===== src/rtl/apb_bus_arbiter.sv =====
// -----------------------------------------------------------------------------
// apb_bus_arbiter
//
// Purpose:
//   Shares one APB master port between the instruction-fetch sequencer (f_*)
//   and the load/store datapath (d_*). Requests are arbitrated round-robin in
//   IDLE. The winner gets a standard SETUP/ACCESS transfer. Read data, a
//   one-cycle done pulse and an error flag go back to that requester only.
//
// Parameters:
//   ADDR_W   APB address width.
//   DATA_W   APB data width.
//   TIMEOUT  Number of ACCESS cycles with pready low before the transfer is
//            aborted. 0 disables the timeout. Must be at most 65536.
//
// Ports:
//   clk, reset         Rising-edge clock and synchronous active-high reset.
//   f_req/f_addr       Fetch request (always a read). It is held until f_done.
//   f_done/f_rdata/f_err
//                      Fetch completion pulse. f_rdata and f_err are valid
//                      while f_done is high.
//   d_req/d_addr/d_write/d_wdata
//                      Data request. It is held until d_done.
//   d_done/d_rdata/d_err
//                      Data completion pulse. d_rdata and d_err are valid
//                      while d_done is high.
//   paddr/pwrite/pwdata/psel/penable/prdata/pready
//                      APB master port.
//   busy               High whenever the FSM is not in IDLE.
//   state_dbg          Current FSM state (0 IDLE, 1 SETUP, 2 ACCESS).
//
// Handshake:
//   A requester raises req with stable address/data and keeps req high until
//   its done pulse. The request fields are sampled only on the grant edge.
//   done is high for exactly one cycle. In that cycle the FSM is already back
//   in IDLE, and the requester being completed is ignored by arbitration on
//   that edge because its req is still high.
// -----------------------------------------------------------------------------
module apb_bus_arbiter #(
  parameter int ADDR_W  = 16,
  parameter int DATA_W  = 16,
  parameter int TIMEOUT = 16
) (
  input  logic              clk,
  input  logic              reset,
  input  logic              f_req,
  input  logic [ADDR_W-1:0] f_addr,
  output logic              f_done,
  output logic [DATA_W-1:0] f_rdata,
  output logic              f_err,
  input  logic              d_req,
  input  logic [ADDR_W-1:0] d_addr,
  input  logic              d_write,
  input  logic [DATA_W-1:0] d_wdata,
  output logic              d_done,
  output logic [DATA_W-1:0] d_rdata,
  output logic              d_err,
  output logic [ADDR_W-1:0] paddr,
  output logic              pwrite,
  output logic [DATA_W-1:0] pwdata,
  output logic              psel,
  output logic              penable,
  input  logic [DATA_W-1:0] prdata,
  input  logic              pready,
  output logic              busy,
  output logic [1:0]        state_dbg
);

  typedef enum logic [1:0] {
    IDLE   = 2'd0,
    SETUP  = 2'd1,
    ACCESS = 2'd2
  } state_t;

  // Value of wait_cnt at which the ACCESS edge aborts the transfer.
  localparam logic [15:0] TO_LAST = 16'(TIMEOUT - 1);

  state_t      state;
  logic        last_grant_d;  // 1: the data port won the last grant
  logic        owner_d;       // 1: the transfer in flight belongs to the data port
  logic [15:0] wait_cnt;

  logic f_ok, d_ok, grant_f, grant_d, timeout_hit;

  // A requester whose done pulse is high right now still holds req high.
  // Masking it here prevents that request from being issued a second time.
  assign f_ok    = f_req & ~f_done;
  assign d_ok    = d_req & ~d_done;
  // On a tie, the port that did not win last time gets the grant.
  assign grant_f = f_ok & (~d_ok | last_grant_d);
  assign grant_d = d_ok & ~grant_f;

  assign timeout_hit = (TIMEOUT != 0) && (wait_cnt == TO_LAST);

  assign state_dbg = state;

  always_ff @(posedge clk) begin
    if (reset) begin
      state        <= IDLE;
      last_grant_d <= 1'b1;
      owner_d      <= 1'b0;
      wait_cnt     <= 16'd0;
      f_done       <= 1'b0;
      f_rdata      <= '0;
      f_err        <= 1'b0;
      d_done       <= 1'b0;
      d_rdata      <= '0;
      d_err        <= 1'b0;
      paddr        <= '0;
      pwrite       <= 1'b0;
      pwdata       <= '0;
      psel         <= 1'b0;
      penable      <= 1'b0;
      busy         <= 1'b0;
    end else begin
      f_done <= 1'b0;
      d_done <= 1'b0;
      case (state)
        IDLE: begin
          if (grant_f || grant_d) begin
            psel         <= 1'b1;
            penable      <= 1'b0;
            busy         <= 1'b1;
            owner_d      <= grant_d;
            last_grant_d <= grant_d;
            wait_cnt     <= 16'd0;
            state        <= SETUP;
            if (grant_f) begin
              paddr  <= f_addr;
              pwrite <= 1'b0;
              pwdata <= '0;
            end else begin
              paddr  <= d_addr;
              pwrite <= d_write;
              pwdata <= d_wdata;
            end
          end
        end

        SETUP: begin
          penable <= 1'b1;
          state   <= ACCESS;
        end

        ACCESS: begin
          if (pready || timeout_hit) begin
            psel    <= 1'b0;
            penable <= 1'b0;
            busy    <= 1'b0;
            state   <= IDLE;
            // On a timeout, read data is forced to 0. prdata is read only
            // when the slave is ready.
            if (owner_d) begin
              d_done  <= 1'b1;
              d_err   <= ~pready;
              d_rdata <= (pready && !pwrite) ? prdata : '0;
            end else begin
              f_done  <= 1'b1;
              f_err   <= ~pready;
              f_rdata <= pready ? prdata : '0;
            end
          end else begin
            wait_cnt <= wait_cnt + 16'd1;
          end
        end

        default: begin
          psel    <= 1'b0;
          penable <= 1'b0;
          busy    <= 1'b0;
          state   <= IDLE;
        end
      endcase
    end
  end

endmodule


===== config.mk =====
export PLATFORM = sky130hd
export DESIGN_NAME = apb_bus_arbiter
export DESIGN_NICKNAME = d
export VERILOG_FILES = /design/src/rtl/apb_bus_arbiter.sv
export SDC_FILE = /design/constraint.sdc
export NUM_CORES = 1
export LEC_CHECK = 0
export CAP_MARGIN = 10
export CELL_PAD_IN_SITES_DETAIL_PLACEMENT = 0
export CELL_PAD_IN_SITES_GLOBAL_PLACEMENT = 1
export CORE_ASPECT_RATIO = 1.75
export CORE_UTILIZATION = 28
export DETAILED_ROUTE_END_ITERATION = 10
export HOLD_SLACK_MARGIN = 0.06
export PLACE_DENSITY = 0.71
export SLEW_MARGIN = 20
export SYNTH_ARGS = -nofsm -noshare
export SYNTH_HDL_FRONTEND = slang
export SYNTH_SLANG_ARGS = --single-unit

===== constraint.sdc =====
create_clock -name clk -period 2.1 [get_ports clk]
set_input_delay 0.21 -clock clk [delete_from_list [all_inputs] [get_ports clk]]
set_output_delay 0.21 -clock clk [all_outputs]
set_load 0.02 [all_outputs]

==> results.json, run 1 <==
{
  "ctsResizeCount": 0,
  "slew_violations": 0,
  "fin_skew_ns": 0.00822,
  "post-route-util": 0.446,
  "post_cts.repair.setup_buffers": 0,
  "rsz0062_at_grt": "false",
  "die_height_um": 153,
  "worstPathMaxFanout": 13,
  "rows": 54,
  "clock_latency_ns": 0.34,
  "yosysWarnings": 0,
  "powerDensity_nw_per_um2": 736,
  "finalHoldViolCount": 0,
  "drt_iter0_drc": 169,
  "endpoint_kind": "register",
  "antenna_found_initial": 0,
  "cts_buffer_depth": 2,
  "tns_ns": 0,
  "syn_inst": 377,
  "max-cap-violations": 0,
  "syn_to_final_growth_pct": 53.6,
  "dp.cells": 680,
  "finalSetupViolCount": 0,
  "worstHoldPathCells": 2,
  "ant_nets": 0,
  "critPathLaunchType": "register",
  "required_ns": 2.38,
  "cp_slowest_stage_delay_ns": 0.39,
  "cp_cell_sequence": "ha_1 -> and4b_4 -> a41oi_4 -> a211oi_2 -> buf_12 -> o21bai_1 -> a32o_1",
  "cts_buffers": 9,
  "ioPinCount": 144,
  "tightest_slew_ns": 0.554,
  "grt_pass1_wl_um": 17400,
  "syn-num-nets": 448,
  "clock-root-buffer": "clkbuf_16",
  "syn_area_per_cell_um2": 9.67,
  "fin_crit_sh": 0.900,
  "cts_tree": "done",
  "finalWirelength_um": 10800,
  "worstSetupPathType": "register to register",
  "min_to": "f_rdata[10]$_SDFFE_PP0P_",
  "initial_utilization": 0.290,
  "r2r_slack_ns": 0.21,
  "postCtsHoldBufs": 0,
  "synth_seq_cells": 90,
  "ff2ff_path_depth": 7,
  "grt_max_degree": 35,
  "clk_pin_slew_worst_paths_ns": 0.07,
  "via_count": 3369,
  "max_freq_mhz": 529,
  "n_antenna_cell": 0,
  "ys_seq_area_frac": 0.494,
  "clock-sinks": 90,
  "relSlewSlack": 0.630,
  "grtUsageTotal": 0.167,
  "rr_startpoint": "wait_cnt[0]$_SDFFE_PP0P_",
  "finalPower_mw": 4.12,
  "peakVddDrop_mv": 0.391,
  "hold_path.class": "input port to register",
  "hpwlAfterDp_um": 7800,
  "fin_crit_ns": 1.89,
  "dieArea_um2": 13500,
  "viasPerCell": 4.84,
  "crit_arrival_ns": 2.17,
  "synth_cell_types": 51,
  "p_leak_nw": 2.00,
  "grt_pass1_vias": 3468,
  "portBuffers": 143,
  "cts-htree-levels": 3,
  "syn_area_um2": 3650,
  "fin_nets": 594,
  "core_area_um2": 12600,
  "drc_errors": 0,
  "first_pass_iters": 4,
  "gp_congestion": 0.753,
  "fp.dieW_um": 88.3,
  "drive_gt1_frac": 0.108,
  "status": "completed",
  "grt_overflow": 0,
  "cpMaxStageDelayCell": "dfxtp_1",
  "wire_per_inst_um": 15.5,
  "worstReg2RegEnd": "wait_cnt[7]$_SDFFE_PP0P_",
  "min-delay-start": "reset",
  "final_cells": 696
}
==> critical path, delay by kind of cell (launching register included) <==
kind                     cells  cell delay [ns]
AO/OA/AOI/OAI                4             0.75
adder cells (fa/ha/maj)      1             0.25
buffers and inverters        1             0.17
flip-flops                   1             0.39
AND/OR/NAND/NOR              1             0.28
==> placed cells by master (no fill, tap or decap), types with 2 or more instances in the layout <==
master	n
dfxtp_1	90
a22o_1	16
clkinvlp_4	2
a211oi_2	2
nor4_4	2
o21ai_0	12
clkdlybuf4s50_1	142
nand2_2	2
nor2b_1	3
nand2_1	21
o41ai_1	4
o31ai_1	7
nor2_1	48
nand2b_1	4
nand3_1	7
nor3_2	2
buf_12	3
clkbuf_16	9
a31oi_1	4
mux2i_1	16
a22oi_1	17
a21oi_1	22
nand2b_4	2
inv_6	2
o21ai_1	19
nand4_1	5
nor2_2	2
a211o_1	2
buf_4	17
inv_8	2
a211oi_1	17
==> synthesized netlist by cell type, drive strengths merged <==
cell | number | share of area
and4 | 1 | 0.0024
o21bai | 1 | 0.0021
nand4 | 5 | 0.0086
or3 | 1 | 0.0017
nand3 | 7 | 0.0096
dfxtp | 90 | 0.49
nand2b | 7 | 0.017
mux2i | 16 | 0.044
and3 | 2 | 0.0038
nor2 | 50 | 0.053
nor3 | 3 | 0.0069
and4b | 1 | 0.0038
inv | 1 | 0.0010
nor2b | 4 | 0.0075
nand2 | 24 | 0.028
o21ba | 1 | 0.0027
nor4 | 4 | 0.017
o41ai | 4 | 0.0096
a32o | 1 | 0.0027
clkbuf | 11 | 0.011
nand4b | 1 | 0.0024
a21oi | 23 | 0.033
buf | 17 | 0.033
o21ai | 31 | 0.043
a22o | 16 | 0.038
ha | 1 | 0.0034
o31ai | 7 | 0.014
o22a | 1 | 0.0024
a311oi | 1 | 0.0024
a22oi | 17 | 0.035
a211oi | 20 | 0.045
a41oi | 2 | 0.0099
a211o | 2 | 0.0048
a31oi | 4 | 0.0069
==> layout make-up <==
type                    count  area, um2
well taps                 168        210
flip-flops and latches     90       1800
fillers                  1254       6970
clock inverters             6       55.1
clock buffers              10        229
multi-input cells         258       1690
repair buffers            163       1610
inverters                   1       3.75
==> logic make-up (layout without fill, tap and decap cells) <==
| kind of cell | after synthesis | count (layout) | synth area share |
|---|---|---|---|
| compound gates | 131 | 131 | 0.252 |
| simple gates | 110 | 110 | 0.161 |
| flops | 90 | 90 | 0.494 |
| buf+inv | 29 | 180 | 0.0456 |
| mux | 16 | 16 | 0.0439 |
| fa+ha+maj | 1 | 1 | 0.00343 |
==> flip-flops by register name (all words and copies together) (netlist names) <==
| signal | flops |
|---|---|
| paddr | 16 |
| pwrite | 1 |
| busy | 1 |
| d_rdata | 16 |
| state_dbg | 1 |
| f_rdata | 16 |
| owner_d | 1 |
| wait_cnt | 16 |
| f_err | 1 |
| pwdata | 16 |
| f_done | 1 |
| last_grant_d | 1 |
| d_err | 1 |
| d_done | 1 |
| penable | 1 |
==> stage by stage <==
step	worst slack [ns]	hold WS (ns)	instance area (um2)
floorplan	0.349	0.326	3650
global placement	0.263	0.457	5320
detailed placement	0.216	0.456	5320
CTS	0.194	0.272	5600
global route	0.0776	0.293	5600
finish	0.209	0.288	5600
==> layer usage <==
metal / GRT usage / vias up / share of wire
met5: 0 / - / 0
met4: 0.0684 / 0 / 0.021
met3: 0.0464 / 14 / 0.057
met2: 0.307 / 94 / 0.54
met1: 0.171 / 1578 / 0.38
li1: - / 1683 / -
==> worst max path at each step <==
stage / start / end / slack, ns / cells after the start
after floorplan: wait_cnt[0]$_SDFFE_PP0P_ / wait_cnt[9]$_SDFFE_PP0P_ / 0.35 / 6
after global placement: wait_cnt[0]$_SDFFE_PP0P_ / wait_cnt[7]$_SDFFE_PP0P_ / 0.26 / 7
after detailed placement: wait_cnt[0]$_SDFFE_PP0P_ / wait_cnt[7]$_SDFFE_PP0P_ / 0.22 / 7
after CTS: wait_cnt[0]$_SDFFE_PP0P_ / wait_cnt[7]$_SDFFE_PP0P_ / 0.19 / 7
after global routing: wait_cnt[0]$_SDFFE_PP0P_ / wait_cnt[7]$_SDFFE_PP0P_ / 0.08 / 7
final: wait_cnt[0]$_SDFFE_PP0P_ / wait_cnt[7]$_SDFFE_PP0P_ / 0.21 / 7
==> where the power goes <==
part | leakage [nW] | total [mW] | switching, mW | internal [mW]
sequential | 0.732 | 1.83 | 0.0509 | 1.78
combinational | 1.14 | 0.739 | 0.363 | 0.376
clock | 0.134 | 1.55 | 0.721 | 0.828
No activity file was read; power rests on OpenSTA's default activity.
==> run 2, diff against run 1 <==
GPL_TIMING_DRIVEN = 0   (was not set)
==> run 2 against run 1 <==
  * Register-to-register slack got worse by 0.09 ns
  * Global-route usage rose by 0.56 points
  * Flip-flop and latch count did not move
  * Critical path depth did not move
  * First-iteration DRC count fell by 8.3%
  * Clock power rose by 6%
  * Combinational power rose by 2%
  * Critical path type unchanged
  * Largest cell class unchanged
==> results.json, run 2 (synthesis gave the netlist of run 1 again) <==
{
  "cts_buffer_depth": 2,
  "finalPower_mw": 4.23,
  "first_pass_iters": 4,
  "die_height_um": 153,
  "worstPathMaxFanout": 10,
  "cts_tree": "done",
  "relSlewSlack": 0.648,
  "drive_gt1_frac": 0.109,
  "grt_overflow": 0,
  "tightest_slew_ns": 0.527,
  "crit_arrival_ns": 2.22,
  "tns_ns": 0,
  "multi_input_area_um2": 1710,
  "cts-htree-levels": 3,
  "worstSetupPathType": "register to register",
  "gp_congestion": 0.796,
  "n_antenna_cell": 0,
  "wire_per_inst_um": 15.9,
  "via_count": 3435,
  "powerDensity_nw_per_um2": 748,
  "hold_path.class": "input port to register",
  "register_area_um2": 1800,
  "rows": 54,
  "fin_skew_ns": 0.00786,
  "drc_errors": 0,
  "grtUsageTotal": 0.173,
  "initial_utilization": 0.290,
  "endpoint_kind": "register",
  "clock-root-buffer": "clkbuf_16",
  "clk_pin_slew_worst_paths_ns": 0.07,
  "syn_to_final_growth_pct": 54.9,
  "clock_latency_ns": 0.34,
  "rsz0062_at_grt": "false",
  "peakVddDrop_mv": 0.482,
  "mostFrequentLayoutCells": "clkdlybuf4s50_1, dfxtp_1, nor2_1",
  "fin_nets": 605,
  "grt_max_degree": 17,
  "finalSetupViolCount": 0,
  "dieArea_um2": 13500,
  "r2r_slack_ns": 0.12,
  "portBuffers": 143,
  "slew_violations": 0,
  "clock-sinks": 90,
  "finalHoldViolCount": 0,
  "cts_buffers": 9,
  "hpwlAfterDp_um": 8550,
  "finalWirelength_um": 11300,
  "grt_pass1_vias": 3552,
  "antenna_found_initial": 0,
  "core_area_um2": 12600,
  "viasPerCell": 4.86,
  "drt_iter0_drc": 155,
  "grt_pass1_wl_um": 17800,
  "p_leak_nw": 2.02,
  "ioPinCount": 144,
  "final_common_cell": "clkdlybuf4s50_1",
  "ant_nets": 0,
  "fin_crit_sh": 0.945,
  "fp.dieW_um": 88.3,
  "status": "completed",
  "critPathLaunchType": "register",
  "max_freq_mhz": 504,
  "n_fill_cell": 1275,
  "max-cap-violations": 0,
  "fin_crit_ns": 1.98,
  "required_ns": 2.33
}
[run 2: cell count changes in the layout (fill, tap and decap cells not counted), moves of 2 or more]
cell	previous run	this run
clkinv_2	0	2
clkbuf_1	1	10
buf_2	1	6
clkbuf_2	0	2
buf_4	17	8
buf_6	0	4
buf_12	3	0
[run 2: worst max-delay path: stages (launching register included)]
cell,delay (ns)
dfxtp_1,0.40
ha_1,0.26
and4b_4,0.29
a41oi_4,0.19
nor2b_2,0.25
a21oi_4,0.12
buf_6,0.18
a22o_1,0.18
[run 2: through the flow]
| step | cell area [um2] | hold slack, ns | setup WS, ns | cells | util |
|---|---|---|---|---|---|
| finish | 5650 | 0.441 | 0.116 | 707 | 0.449 |
| global route | 5650 | 0.454 | 0.0111 | 707 | 0.449 |
| CTS | 5590 | 0.430 | 0.0744 | 704 | 0.445 |
| detailed placement | 5290 | 0.453 | -0.251 | 688 | 0.421 |
| global placement | 5290 | 0.455 | -0.211 | 688 | 0.421 |
| floorplan | 3650 | 0.326 | 0.349 | 377 | - |
[run 2: area by class of cell]
class	count	share of cell area
buffer	28	0.0297
clock buffer	9	0.0399
clock inverter	7	0.0135
inverter	1	0.000665
multi-input combinational	258	0.302
sequential	90	0.319
tap	168	0.0372
timing repair buffer	146	0.257
[run 2: path summary, 6_finish.rpt]
check | depth (start not counted) | endpoint | start
hold reg to reg | 1 | d_rdata[0]$_SDFFE_PP0P_ | d_rdata[0]$_SDFFE_PP0P_
hold / removal | 3 | f_rdata[7]$_SDFFE_PP0P_ | prdata[7]
setup / recovery | 7 | d_rdata[13]$_SDFFE_PP0P_ | wait_cnt[0]$_SDFFE_PP0P_
setup reg to reg | 7 | d_rdata[13]$_SDFFE_PP0P_ | wait_cnt[0]$_SDFFE_PP0P_
[run 2: power by group]
group	internal, mW	switching, mW	leakage [nW]
Combinational	0.376	0.378	1.14
Sequential	1.78	0.0519	0.733
Clock	0.933	0.704	0.148
Total	3.09	1.13	2.02
[run 2: per-layer routing]
layer,wire length [um],track usage,up-vias
met4,195,0.0622,0
met1,4210,0.170,1623
met3,663,0.0551,14
li1,-,-,1697
met5,0,0,-
met2,6200,0.324,101
[run 2: repair_timing]
item / CTS / global route
endpoints found under the setup margin: 0 / 24
setup buffers: 0 / 3
gates resized for setup: 0 / 9
hold endpoints to repair: 0 / 0
hold buffers: 0 / 0
